### src/rtl/sram_fifo_pkg.sv
// Shared widths, types and pointer helper for the 1rw+1r SRAM FIFO controller.
// The optional SRAM_FIFO_BYPASS_EN feature lives in sram_1rw_1r_fifo_ctrl.
package sram_fifo_pkg;

    localparam int DFLT_ADDR_WIDTH = 4;
    localparam int DFLT_DATA_WIDTH = 2;
    localparam int DEPTH           = 2 ** DFLT_ADDR_WIDTH;

    typedef logic [DFLT_ADDR_WIDTH-1:0] ptr_t;
    typedef logic [DFLT_DATA_WIDTH-1:0] word_t;
    typedef logic [DFLT_ADDR_WIDTH+1:0] cnt_t;

    // Wrapping increment for an aw-bit pointer carried in a 32-bit container.
    function automatic logic [31:0] ptr_inc(input logic [31:0] p, input int aw);
        logic [31:0] mask;
        mask = (32'd1 << aw) - 32'd1;
        return (p + 32'd1) & mask;
    endfunction

endpackage

### src/rtl/sram_fifo_outbuf.sv
// Two-entry output buffer that absorbs the SRAM read latency.
// Only the control state is reset; stored words are qualified by bcnt.
module sram_fifo_outbuf #(
    parameter int DATA_WIDTH = 2
) (
    input  logic                  clk,
    input  logic                  rst,
    input  logic                  push,
    input  logic [DATA_WIDTH-1:0] push_data,
    input  logic                  pop,
    output logic [1:0]            bcnt,
    output logic [DATA_WIDTH-1:0] head
);

    logic [DATA_WIDTH-1:0] mem [2];
    logic                  wr_idx;
    logic                  rd_idx;

    always_ff @(posedge clk or posedge rst) begin
        if (rst) begin
            bcnt   <= 2'd0;
            wr_idx <= 1'b0;
            rd_idx <= 1'b0;
        end else begin
            if (push) wr_idx <= ~wr_idx;
            if (pop)  rd_idx <= ~rd_idx;
            bcnt <= bcnt + {1'b0, push} - {1'b0, pop};
        end
    end

    always_ff @(posedge clk) begin
        if (push) mem[wr_idx] <= push_data;
    end

    assign head = mem[rd_idx];

endmodule

### src/rtl/sram_1rw_1r_fifo_ctrl.sv
// FIFO controller in front of a 1rw+1r SRAM macro; port 0 writes, port 1 reads.
// Define SRAM_FIFO_BYPASS_EN to let pushes into an idle, empty FIFO skip the SRAM.
module sram_1rw_1r_fifo_ctrl
    import sram_fifo_pkg::*;
#(
    parameter int DATA_WIDTH = DFLT_DATA_WIDTH,
    parameter int ADDR_WIDTH = DFLT_ADDR_WIDTH
) (
    input  logic                  clk,
    input  logic                  rst,
    input  logic                  in_valid,
    output logic                  in_ready,
    input  logic [DATA_WIDTH-1:0] in_data,
    output logic                  out_valid,
    input  logic                  out_ready,
    output logic [DATA_WIDTH-1:0] out_data,
    output logic [ADDR_WIDTH+1:0] count,
    output logic                  csb0,
    output logic                  web0,
    output logic [ADDR_WIDTH-1:0] addr0,
    output logic [DATA_WIDTH-1:0] din0,
    output logic                  csb1,
    output logic [ADDR_WIDTH-1:0] addr1,
    input  logic [DATA_WIDTH-1:0] dout1
);

    localparam logic [ADDR_WIDTH:0] SCNT_FULL = {1'b1, {ADDR_WIDTH{1'b0}}};

    logic [ADDR_WIDTH-1:0] wptr;
    logic [ADDR_WIDTH-1:0] rptr;
    logic [ADDR_WIDTH:0]   scnt;
    logic                  inflight;
    logic [1:0]            bcnt;
    logic [DATA_WIDTH-1:0] head;

    logic                  push_req;
    logic                  pop;
    logic                  rd;
    logic                  byp;
    logic                  sram_wr;
    logic                  buf_push;
    logic [DATA_WIDTH-1:0] buf_din;
    logic [2:0]            occ_after;

    assign in_ready  = !rst && (scnt != SCNT_FULL);
    assign push_req  = in_valid && in_ready;
    assign out_valid = (bcnt != 2'd0);
    assign pop       = out_valid && out_ready;

    // Buffer slots still claimed next cycle; a new read may only be issued if one stays free.
    assign occ_after = 3'(bcnt) + 3'(inflight) - 3'(pop);
    assign rd        = !rst && (scnt != '0) && (occ_after < 3'd2);

`ifdef SRAM_FIFO_BYPASS_EN
    logic [2:0] buf_after_pop;
    assign buf_after_pop = 3'(bcnt) - 3'(pop);
    assign byp = push_req && (scnt == '0) && !inflight && (buf_after_pop < 3'd2);
`else
    assign byp = 1'b0;
`endif

    assign sram_wr  = push_req && !byp;
    // Bypass needs inflight==0, so the two buffer sources never collide.
    assign buf_push = inflight || byp;
    assign buf_din  = inflight ? dout1 : in_data;

    assign csb0  = !sram_wr;
    assign web0  = 1'b0;
    assign addr0 = wptr;
    assign din0  = in_data;
    assign csb1  = !rd;
    assign addr1 = rptr;

    always_ff @(posedge clk or posedge rst) begin
        if (rst) begin
            wptr     <= '0;
            rptr     <= '0;
            scnt     <= '0;
            inflight <= 1'b0;
        end else begin
            if (sram_wr) wptr <= ADDR_WIDTH'(ptr_inc(32'(wptr), ADDR_WIDTH));
            if (rd)      rptr <= ADDR_WIDTH'(ptr_inc(32'(rptr), ADDR_WIDTH));
            inflight <= rd;
            case ({sram_wr, rd})
                2'b10:   scnt <= scnt + 1'b1;
                2'b01:   scnt <= scnt - 1'b1;
                default: scnt <= scnt;
            endcase
        end
    end

    sram_fifo_outbuf #(
        .DATA_WIDTH (DATA_WIDTH)
    ) u_outbuf (
        .clk       (clk),
        .rst       (rst),
        .push      (buf_push),
        .push_data (buf_din),
        .pop       (pop),
        .bcnt      (bcnt),
        .head      (head)
    );

    // Stored words are not reset, so the empty buffer presents zero.
    assign out_data = out_valid ? head : '0;
    assign count    = (ADDR_WIDTH+2)'(scnt) + (ADDR_WIDTH+2)'(inflight) + (ADDR_WIDTH+2)'(bcnt);

    a_no_same_addr: assert property (@(posedge clk) disable iff (rst)
        !(!csb0 && !csb1 && (addr0 == addr1)));
    a_buf_no_overflow: assert property (@(posedge clk) disable iff (rst)
        !(buf_push && (bcnt == 2'd2) && !pop));

endmodule

### config.mk
export PLATFORM = sky130hd
export DESIGN_NAME = sram_1rw_1r_fifo_ctrl
export DESIGN_NICKNAME = d
export VERILOG_FILES = /design/src/rtl/sram_fifo_pkg.sv /design/src/rtl/sram_fifo_outbuf.sv /design/src/rtl/sram_1rw_1r_fifo_ctrl.sv
export SDC_FILE = /design/constraint.sdc
export NUM_CORES = 1
export LEC_CHECK = 0
export CAP_MARGIN = 15
export CELL_PAD_IN_SITES_DETAIL_PLACEMENT = 0
export CELL_PAD_IN_SITES_GLOBAL_PLACEMENT = 2
export CORE_MARGIN = 1.5
export CORE_UTILIZATION = 34
export CTS_CLUSTER_SIZE = 30
export DETAILED_ROUTE_END_ITERATION = 12
export PLACE_DENSITY = 0.95
export SETUP_SLACK_MARGIN = 0.02
export SKIP_LAST_GASP = 1
export SYNTH_ARGS = -nofsm -noshare
export SYNTH_HDL_FRONTEND = slang
export SYNTH_SLANG_ARGS = --single-unit
### constraint.sdc
create_clock -name clk -period 5.45 [get_ports clk]
set_input_delay 1.09 -clock clk [delete_from_list [all_inputs] [get_ports clk]]
set_output_delay 1.09 -clock clk [all_outputs]
set_load 0.01 [all_outputs]
After elaboration in Yosys (flattened, before gate mapping). Memories as Yosys holds them, arrays and structs flattened. Cells that the tools add are included.

Bits in registers: 18. Bits in writable memories: 4. Input bits: 8. Output and inout port bits: 23. Word-level logic and storage cells: 40. Memories: 1.

Memory list: u_outbuf.mem (depth 2, width 2, read ports 1, clocked after memory_dff 0, wr ports 1, RTL line sram_fifo_outbuf.sv:15) `logic [DATA_WIDTH-1:0] mem [2];`.

Add/subtract/negate cells: 10. Magnitude comparators: 1. Equal/unequal tests: 3. Multiplexer cells: 5. Bitwise operators: 2. Reductions and logical operators: 11.

Operators with widths (number): $pmux W5 S2 (1); $add A4 B1 Y4 const B (2); $add A5 B1 Y6 (1); $add A6 B2 Y6 (1); $add A5 B1 Y5 const B (1); $logic_and A1 B1 Y1 (5); $ne A5 B5 Y1 const B (1); $reduce_bool A5 Y1 (1); $sub A5 B1 Y5 const B (1); $mux W2 (2); $reduce_bool A2 Y1 (2); $add A2 B1 Y3 (1); $logic_not A1 Y1 (3); $lt A3 B2 Y1 const B (1); $sub A3 B1 Y3 (1); $add A2 B1 Y2 (1); $eq A2 B1 Y1 const B (1); $eq A2 B2 Y1 const B (1); $mux W1 (2); $not A1 Y1 (2); $sub A2 B1 Y2 (1).

Longest topological paths before layout.
Depth after elaboration: 7. Mapped depth: 17. Gate-level depth less buffers: 17.

Cells and area by module. A second synthesis with hierarchy kept.

Cells, all modules: 121. Area total of the unflattened synthesis: 1368.8 µm².

Modules (own cells, without submodules): sram_1rw_1r_fifo_ctrl (instances 1, cells each 101, area each 1036.0 µm², sequential area each 350.3 µm²); sram_fifo_outbuf (instances 1, cells each 20, area each 332.8 µm², sequential area each 220.2 µm²).

Worst setup path after synthesis. No wires, ideal clock.

Path type: input to register. Start: in out_ready. End: reg scnt[4]. Setup time: 0.139 ns. Arrival: 3.904 ns. Data required time: 5.311 ns. Path slack: 1.407 ns. Stages: 16. Path buffers: 0. Path through: nor2b_1 -> ha_1 -> inv_1 -> ha_1 -> inv_1 -> fa_1 -> xnor2_1 -> o2111ai_4 -> inv_4 -> ha_1 -> inv_1 -> fa_1 -> nor2b_1 -> o211ai_1 -> o31ai_1 -> o221ai_1.

Word-level cells in the longest chain between the ends: 6. Elaborated cells on any way between the ends: 8. Classes of those cells: add/sub: 1; order compare: 1; eq/ne: 2; mux: 1; reduce/logical: 3.

Ends and longest elaborated chain: from (decl) (RTL line sram_1rw_1r_fifo_ctrl.sv:15) `input logic out_ready,`; $logic_and A1 B1 Y1 * (RTL line sram_1rw_1r_fifo_ctrl.sv:48) `assign pop = out_valid && out_ready;`; $sub A3 B1 Y3 * (RTL line sram_1rw_1r_fifo_ctrl.sv:51) `assign occ_after = 3'(bcnt) + 3'(inflight) - 3'(pop);`; $lt A3 B2 Y1 * (RTL line sram_1rw_1r_fifo_ctrl.sv:52) `assign rd = !rst && (scnt != '0) && (occ_after < 3'd2);`; $logic_and A1 B1 Y1 * (RTL line sram_1rw_1r_fifo_ctrl.sv:52); via rd (RTL line sram_1rw_1r_fifo_ctrl.sv:38) `logic rd;`; $eq A2 B1 Y1 or $eq A2 B2 Y1 (tied branches) (RTL line sram_1rw_1r_fifo_ctrl.sv:84) `case ({sram_wr, rd})`; $pmux W5 S2 or $reduce_bool A2 Y1 (tied branches); to (signal assigned) (RTL line sram_1rw_1r_fifo_ctrl.sv:85) `2'b10: scnt <= scnt + 1'b1;`; to (signal assigned) (RTL line sram_1rw_1r_fifo_ctrl.sv:86) `2'b01: scnt <= scnt - 1'b1;`; to (signal assigned) (RTL line sram_1rw_1r_fifo_ctrl.sv:87) `default: scnt <= scnt;`; to (decl) (RTL line sram_1rw_1r_fifo_ctrl.sv:31) `logic [ADDR_WIDTH:0] scnt;`.

The timed path passes the listed nets; every way through them passes the cells marked *. A chain may end at the register's enable or synchronous reset.

Worst setup path after layout.
Start: in out_ready. End: out csb1.

Word-level cells in the longest chain between the ends: 5.

Ends and longest elaborated chain: $logic_and A1 B1 Y1 (RTL line sram_1rw_1r_fifo_ctrl.sv:48); via pop (RTL line sram_1rw_1r_fifo_ctrl.sv:37) `logic pop;`; $sub A3 B1 Y3 (RTL line sram_1rw_1r_fifo_ctrl.sv:51); $lt A3 B2 Y1 (RTL line sram_1rw_1r_fifo_ctrl.sv:52); $logic_and A1 B1 Y1 (RTL line sram_1rw_1r_fifo_ctrl.sv:52); $logic_not A1 Y1 (RTL line sram_1rw_1r_fifo_ctrl.sv:71) `assign csb1 = !rd;`; to (decl) (RTL line sram_1rw_1r_fifo_ctrl.sv:22) `output logic csb1,`.

The timed path passes the listed nets, and every way through them passes these cells.

==> qor.yml <==
start_util_pct: 35.6
route.antenna.remaining_nets: 0
detailroute.via_count: 900
cp-startpoint: "out_ready"
min_path_type: "reg2reg"
rows: 22
detail_route.wirelength_mm: 2.35
crit_path_top_delay_cell: "sky130_fd_sc_hd__clkdlybuf4s50_1"
cp-endpoint: "csb1"
wl_met1_mm: 1.03
cts-buffers-inserted: 3
grt_pass1_vias: 920
power-per-cell-area_mw_per_mm2: 648
floorplan.die.width_um: 65.1
critPathArrivalTime_ns: 3.60
timing_max_transition_violations_final: 0
ys_seq_area_share_pct: 43.5
cellLeakagePower_nw: 0.759
cts_htree_levels: 1
ctsHoldBuffers: 0
placement.io_buffers: 29
syn2layout_area_growth_pct: 30.7
share_clk_of_total_power_pct: 13.4
clock_skew_after_layout_ns: 0.00197
antenna_cells: 0
finish.net_count: 168
cts.sink_count: 22
run_status: "completed"
largest_net_degree_at_the_start_of_global_routing: 19
synth_instances: 116
clock_latency_ns: 0.25
hold_violations: 0
max_clock_freq_ghz: 0.213
drv.max_cap_violation_count: 0
critPathCaptureType: "primary output"
post_cts_resize_count: 0
yosys_warnings: 0
cp_data_required_time_ns: 4.36
fin_setup_tns_ns: 0
cp_num_buf_inv: 4
detailedRoute.firstIterationViolations: 3
fillers: 349
ff2ff_path_depth: 17
place.detailed.hpwl_mm: 1.92
final_design_area_no_fill_mm2: 0.00172
avgRoutedWirePerCell_um: 12.1
worstPathMaxFanout: 4
timing.critical_path.depth: 10
worst-setup-path-type: "in2out"
power_frac_comb_pct: 56.8
timing.final.ws_setup_ns: 0.761
dp_worst_setup_slack_ns: 0.659
clock_pin_transition_on_the_worst_setup_and_hold_timing_paths_ns: 0.08
critical_path.reg2reg.endpoint: "scnt[4]"
p_int_mw: 0.688
cts.repair_timing.setup_buffer_count: 0
number_of_top_level_pins: 31
gr-total-overflow: 0
clock_path_buffers: 2
detail_route.first_pass.iterations: 2
crit-reg2reg-launch: "u_outbuf.bcnt[1]"
drt_drc_violations_left: 0
antenna_found_initial: 0
drive_gt1_share_pct: 9.59
avgViaCountPerCell: 4.64
timing.final.setup_violations: 0
met3_wl_post_dr_um: 66
ctsRootBufferMaster: "sky130_fd_sc_hd__clkbuf_8"
mean_instance_size_in_the_synthesized_netlist_um2: 11.3
setup_repair_after_global_routing_missed_its_margin: "false"
chipHeight_um: 65.1
die_area_mm2: 0.00424
placed_area_mm2: 0.00164
finalWeightedCongestion: 0.753
ir_drop_v: 0.000165
dp.cells: 190
power_switching_share_pct: 38.1
netSwitchingPower_mw: 0.424
crit_chain: "clkdlybuf4s50_1 > nor2b_1 > ha_1 > inv_1 > ha_1 > inv_1 > fa_1 > xnor2_1 > o2111ai_4 > clkdlybuf4s50_1"
synth.cell_area_mm2: 0.00131
worst_path_dominant_cell_family: "buffers and inverters"
core_area_mm2: 0.00369
sum_of_met2_wire_segment_lengths_after_detailed_routing_mm: 1.24
ys_ff_latch: 22
slowest_delay_ns: 0.52
grt_overall_usage_pct: 12.6
number_of_distinct_standard_cells_referenced_by_the_synthesized_netlist: 36
dr.max_layer_used: "met4"
final_min_period_over_clock_period_pct: 86.0
layout_min_cycle_time_ns: 4.69
final-instance-count-excl-fill: 194
p_seq_share_pct: 29.9
regToRegSetupSlack_ns: 1.56
grt_first_pass_wirelength_mm: 4.17
critPathLaunchType: "primary input"
cts_tree: "built"
syn_nets: 137
-- cells by family after synthesis --
group	after synthesis	share of synthesized area, %
simple gates	27	11.1
flops	22	43.5
buf+inv	18	6.20
xor+xnor	15	10.0
fa+ha+maj	13	14.7
compound gates	13	8.29
mux	7	6.01
other cells	1	0.286
-- Yosys cell counts, drive strengths merged --
| cell | instances | area, um2 |
|---|---|---|
| dfrtp | 18 | 450 |
| o221ai | 1 | 8.76 |
| or2 | 1 | 6.26 |
| nand3 | 4 | 20.0 |
| o21ai | 3 | 15.0 |
| mux2i | 3 | 30.0 |
| xor2 | 8 | 70.1 |
| nor2b | 3 | 18.8 |
| inv | 14 | 55.1 |
| clkbuf | 1 | 3.75 |
| conb | 1 | 3.75 |
| o311ai | 1 | 8.76 |
| o31ai | 1 | 7.51 |
| a21oi | 2 | 10.0 |
| mux2 | 4 | 48.8 |
| xnor2 | 7 | 61.3 |
| nor2 | 7 | 26.3 |
| nand2 | 4 | 15.0 |
| and3 | 2 | 12.5 |
| o2111ai | 1 | 26.3 |
| or3 | 1 | 6.26 |
| o211ai | 1 | 7.51 |
| buf | 3 | 22.5 |
| fa | 4 | 80.1 |
| nor4 | 1 | 6.26 |
| o22ai | 1 | 6.26 |
| edfxtp | 4 | 120 |
| a21o | 1 | 7.51 |
| or4 | 2 | 18.8 |
| ha | 9 | 113 |
| and2 | 2 | 15.0 |
| o2111a | 1 | 11.3 |
-- registers in the layout, indices dropped and copies added, names as in the netlist --
signal and count:
addr1 4, addr0 4, u_outbuf.bcnt 2, scnt 5
u_outbuf.rd_idx 1, buf_push 1, u_outbuf.mem 4, u_outbuf.wr_idx 1
-- layout make-up --
cell class / count / area [um2] / share of cell area, %
multi-input combinational: 76 / 661 / 38.5
sequential: 22 / 571 / 33.3
timing repair buffer: 30 / 298 / 17.4
tap: 48 / 60.1 / 3.50
inverter: 14 / 55.1 / 3.21
clock buffer: 3 / 41.3 / 2.41
clock inverter: 1 / 30.0 / 1.75
-- worst min-delay path by stage --
stage | from | to | slack [ns] | cells past startpoint
4_1_cts | addr0[3] | addr0[3] | 0.48 | 1
2_1_floorplan | u_outbuf.wr_idx | u_outbuf.wr_idx | 0.45 | 1
5_1_grt | addr0[3] | addr0[3] | 0.50 | 1
6_report | addr0[3] | addr0[3] | 0.47 | 1
3_5_place_dp | addr0[3] | addr0[3] | 0.47 | 1
3_3_place_gp | addr0[3] | addr0[3] | 0.46 | 1
-- per-stage QoR --
stage	hold WS (ns)	total power [mW]	utilization, %
2_1_floorplan	0.454	0.713	-
3_3_place_gp	0.457	0.948	44.6
3_5_place_dp	0.473	0.975	44.6
4_1_cts	0.485	1.13	46.5
5_1_grt	0.505	1.21	46.5
6_report	0.474	1.11	46.5
-- power groups by stage --
stage / Sequential (mW) / Clock [mW] / Combinational, mW
after detailed placement: 0.337 / 0 / 0.639
final: 0.332 / 0.148 / 0.631
after CTS: 0.334 / 0.151 / 0.641
after global placement: 0.330 / 0 / 0.618
after floorplan: 0.329 / 0 / 0.384
after global routing: 0.346 / 0.159 / 0.709
-- metal layers --
metal,vias to the layer above,GRT usage [%]
met5,-,0
met4,0,3.13
met3,2,2.74
met2,12,22.2
met1,440,15.9
li1,446,-
-- placed cells by master (no fill, tap or decap), drive strengths merged, types with 2 or more instances in the layout --
cell type	n
mux2i	3
nand2	4
nor2	7
clkbuf	3
xor2	8
dfrtp	18
o21ai	3
nand3	4
and3	2
nor2b	3
and2	2
mux2	4
inv	14
xnor2	7
or4	2
clkdlybuf4s50	29
a21oi	2
ha	9
fa	4
edfxtp	4
No activity file was read; power rests on OpenSTA's default activity.
